<file path="config.mk">
export PLATFORM = sky130hd
export DESIGN_NAME = mod_counter
export DESIGN_NICKNAME = d
export VERILOG_FILES = /design/src/rtl/mod_counter.sv
export SDC_FILE = /design/constraint.sdc
export NUM_CORES = 1
export LEC_CHECK = 0
export CAP_MARGIN = 25
export CORE_AREA = 2 2 39 41
export DETAILED_ROUTE_END_ITERATION = 10
export DIE_AREA = 0 0 41 43
export PLACE_DENSITY_LB_ADDON = 0.15
export SETUP_SLACK_MARGIN = 0.05
export SLEW_MARGIN = 25
export SYNTH_ARGS = -nofsm -noshare
export SYNTH_HDL_FRONTEND = slang
export SYNTH_SLANG_ARGS = --single-unit
</file>
<file path="constraint.sdc">
create_clock -name clk -period 3.7 [get_ports clk]
set_clock_uncertainty 0.1 [all_clocks]
set_input_delay 0.74 -clock clk [delete_from_list [all_inputs] [get_ports clk]]
set_output_delay 0.74 -clock clk [all_outputs]
set_load 0.02 [all_outputs]
</file>
<file path="src/rtl/mod_counter.sv">
// Parametrised synchronous up/down modulo counter with parallel load,
// wrap/saturate mode, combinational terminal count and registered wrap pulse.
module mod_counter #(
    parameter int     WIDTH    = 3,
    parameter longint MODULUS  = longint'(1) << WIDTH,
    parameter bit     SATURATE = 1'b0
) (
    input  logic             clk,
    input  logic             rst,
    input  logic             en,
    input  logic             up,
    input  logic             load,
    input  logic [WIDTH-1:0] load_val,
    output logic [WIDTH-1:0] count,
    output logic             tc,
    output logic             wrap
);

    // Range compares are done in 64 bits so MODULUS = 2**WIDTH cannot overflow.
    localparam logic [63:0]      MOD64 = 64'(MODULUS);
    localparam logic [WIDTH-1:0] MAXV  = WIDTH'(MODULUS - 1);

    generate
        if (WIDTH < 1 || WIDTH > 32 || MODULUS < 2 ||
            MODULUS > (longint'(1) << WIDTH)) begin : g_bad_params
            $fatal(1, "mod_counter: illegal WIDTH/MODULUS combination");
        end
    endgenerate

    logic [WIDTH-1:0] count_next;
    logic             wrap_next;
    logic             at_max;
    logic             at_zero;

    assign at_max  = (64'(count) == (MOD64 - 64'd1));
    assign at_zero = (count == '0);
    assign tc      = up ? at_max : at_zero;

    always_comb begin
        count_next = count;
        wrap_next  = 1'b0;
        if (load) begin
            count_next = (64'(load_val) < MOD64) ? load_val : MAXV;
        end else if (en) begin
            if (up) begin
                if (at_max) begin
                    wrap_next  = 1'b1;
                    count_next = SATURATE ? count : '0;
                end else begin
                    count_next = count + WIDTH'(1);
                end
            end else begin
                if (at_zero) begin
                    wrap_next  = 1'b1;
                    count_next = SATURATE ? count : MAXV;
                end else begin
                    count_next = count - WIDTH'(1);
                end
            end
        end
    end

    always_ff @(posedge clk) begin
        if (rst) begin
            count <= '0;
            wrap  <= 1'b0;
        end else begin
            count <= count_next;
            wrap  <= wrap_next;
        end
    end

endmodule

</file>
==> After elaboration in Yosys (flattened, before gate mapping) <==
Cells that the tools add are included.
{ "totals": {"out_inout_bits": 5, "reg_bits": 4} }
{ "op_classes": {"bitwise_logic": 1, "n_reduce_logical": 3, "muxes": 9, "addsub": 2, "eq_ne": 1} }
{ "ops": {"columns": ["operator", "n"], "rows": [
  ["two-way mux 3 bit", 5],
  ["two-way mux 1 bit", 4],
  ["adder 3 x 1 -> 3 bit (second input constant)", 1],
  ["equality test 3 bit (second input constant)", 1],
  ["logical NOT 3 bit", 1],
  ["OR reduction 3 bit", 1],
  ["subtractor 3 x 1 -> 3 bit (second input constant)", 1],
  ["nonzero test 2 bit", 1],
  ["inverter 1 bit", 1]
]} }

==> Longest topological paths before layout <==
{ "depth": {"word_depth": 5, "depth_mapped": 6, "depth_no_buf": 6} }

==> Worst setup path before layout <==
No wires, ideal clock.
{ "synth_timing": {"path_type": "reg2out", "start": "register count[0]", "end": "output port tc", "slack_ns": 1.703, "path_stages_with_launch": 6, "t_arrival_ns": 1.157, "path_cell_list": "dfxtp_1 inv_1 ha_1 ha_1 nand2b_4 nand2_1"} }
{ "synth_via": {"elab_chain_cells": 2, "word_cells_on_any_way": 3} }
{ "synth_lines": {"columns": ["element", "line_no", "rtl"], "rows": [
  ["from (decl)", "14", "output logic [WIDTH-1:0] count,"],
  ["from (signal assigned)", "68", "count <= count_next;"],
  ["equality test 3 bit or logical NOT 3 bit (tied branches)", "35, 36", null],
  ["two-way mux 1 bit *", "37", "assign tc = up ? at_max : at_zero;"],
  ["to (decl)", "15", "output logic tc,"]
]} }
Every way passes the cells marked *; elsewhere a longest branch is shown, timed or not.

==> Worst setup path in the final report <==
{ "layout_timing": {"start": "input port up", "end": "output port tc"} }
{ "layout_via": {"elab_chain_cells": 1} }
{ "layout_lines": {"columns": ["element", "line_no", "rtl"], "rows": [
  ["from (decl)", "11", "input logic up,"],
  ["two-way mux 1 bit", "37", null]
]} }
Every way passes these cells.

==> run summary <==
Pwr dens = 328 nW/um^2
Final wirelength = 669 um
Final min period = 2930 ps
1st-pass router iterations = 2
Yosys reg bits = 4
Buf/Inv on CP = 2
Sequential area share after synthesis = 26.9%
Num CTS Buffers = 3
Routability cong. = 0.760
Post-CTS setup buffers = 0
Chip Width = 41 um
Cell repeated most along the worst path = clkdlybuf4s50_1
Delay-heaviest family, CP = buffers and inverters
Vias = 289
Hold Buf Count CTS = 0
Status = finished, final reports clean
Cell count after synthesis = 34
ANT nets after route = 0
Total Power = 149 uW
Root Buffer = clkbuf_4
Peak Freq = 0.342 GHz
Actual slew at the worst max-slew pin = 302 ps
HP Class = reg2reg
Io pins = 13
Fin Setup TNS = 0 ps
Post-synth ARST share = 0%
Vias in the first global route = 269
MaxCap Viol Count = 0
Crit path cell chain = clkdlybuf4s50_1, nand2b_4, nand2_1, clkdlybuf4s50_1
Most common cell after layout, fill and taps aside = clkdlybuf4s50_1
Max-slew violations = 0
Crit-path max FO = 7
Diode count = 0
Max incr delay on CP = 590 ps
CTS sink cnt = 4
Layout cells sized above 1 = 10.4%
EDFF count, synth = 0
H-tree depth = 1
Static leakage = 0.189 nW
Antenna violations before repair = 0
Area Overhead vs Synth = 52.9%
Global-route wire length before repair = 1140 um
WP data arrival = 2090 ps
Drt wl/cell = 10.5 um
Drt first-iter violations = 2
WS Path Type = in2out
CP max stage cell = clkdlybuf4s50_1
Clock latency on the worst-skew pair = 230 ps
Final setup viols = 0
Clk buf depth = 2
Largest net degree at the start of global routing = 10
GRT overflow = 0
Worst Path Required = 2860 ps
Final period utilization = 79.1%
Initial Util = 21.5%
Most frequent cells in the layout = clkdlybuf4s50_1, inv_1, ha_1, dfxtp_1
Slew headroom = 79.8%
Post-synth cell types = 17
DRC = 0
Final hold vios = 0
Area leader, netlist = dfxtp_1
Die Span Y = 43 um
Top-area cell type share of the netlist area = 26.9%
Placeable Area = 1380 sq um
Max VDD drop = 0.000105 V
Ys flop type = dfxtp_1
# rows = 14
RSZ-0062 raised after global routing = no
I/O Buffers = 12
Warnings from Yosys = 0
# nets final = 62
CTS tree = built
Total GRT Usage = 9.95%
Dpl hpwl = 551 um
CP Launch Type = input port
Cell area after synthesis = 298 sq um
CTS clk-pin slew, worst paths = 40 ps
Cts repair resizes = 0
Worst Setup End Kind = output port
Synth Area per Inst = 8.76 sq um
Total Die Area = 1760 sq um
Post-Syn Nets = 46
Avg Vias per Cell = 4.52
Top cells by area, synth = dfxtp_1, ha_1, nor3b_1, inv_1, a21oi_1
## cell families after synthesis
| kind of cell | Yosys count | synth area share (%) |
|---|---|---|
| AOI/OAI and AO/OA | 7 | 18.9 |
| buffers and inverters | 6 | 7.98 |
| and+or+nand+nor | 13 | 29.4 |
| adders and majority gates | 4 | 16.8 |
| DFF | 4 | 26.9 |
## report_power, final
| part | switching, mW | total (mW) | internal (mW) |
|---|---|---|---|
| Clock | 0.0168 | 0.0530 | 0.0362 |
| Combinational | 0.0212 | 0.0467 | 0.0254 |
| Sequential | 0.00320 | 0.0497 | 0.0465 |
| Total | 0.0412 | 0.149 | 0.108 |
## through the flow
stage | instances | util (%) | hold slack, ps | instance area, sq um | setup slack, ps
floorplan | 34 | - | 628 | 298 | 1700
global placement | 61 | 31.3 | 582 | 433 | 796
detailed placement | 61 | 31.3 | 587 | 433 | 779
CTS | 64 | 32.9 | 593 | 455 | 772
global route | 64 | 32.9 | 620 | 455 | 677
finish | 64 | 32.9 | 582 | 455 | 772
## path summary, 6_finish.rpt
kind              end  cells past startpoint     start  slack [ps]
max                tc                      4        up         770
min          count[0]                      2  count[0]         580
max reg2reg  count[0]                      5  count[0]        2120
min reg2reg  count[0]                      2  count[0]         580
## synthesized netlist by cell type, types with 2 or more instances
library cell	instances
nor3b_1	3
nor3_1	2
ha_1	4
inv_1	5
a21oi_1	3
dfxtp_1	4
nand2_1	3
## worst min-delay path: stages (launching register included)
cell and delay, ps:
dfxtp_1 340, nor3_1 240, a2111oi_2 50
## area by class of cell
type                            instances  area (sq um)
Tap cell                               16          20.0
Fill cell                             155           928
Multi-Input combinational cell         24           194
Timing Repair Buffer                   12           120
Sequential cell                         4          80.1
Inverter                                5          18.8
Clock buffer                            3          22.5
## sequential cells by signal, summed over array words and instances, names as in the netlist
name and cells:
wrap 1, count 3
## routing by layer
layer | up-vias | share of wire [%] | global-route usage (%)
met4 | 0 | 0 | 6.00
met3 | 0 | 7.5 | 5.24
met1 | 132 | 41 | 11.6
li1 | 149 | - | -
met5 | - | 0 | 0
met2 | 8 | 51 | 13.8
Power figures use the tool's default switching activity.
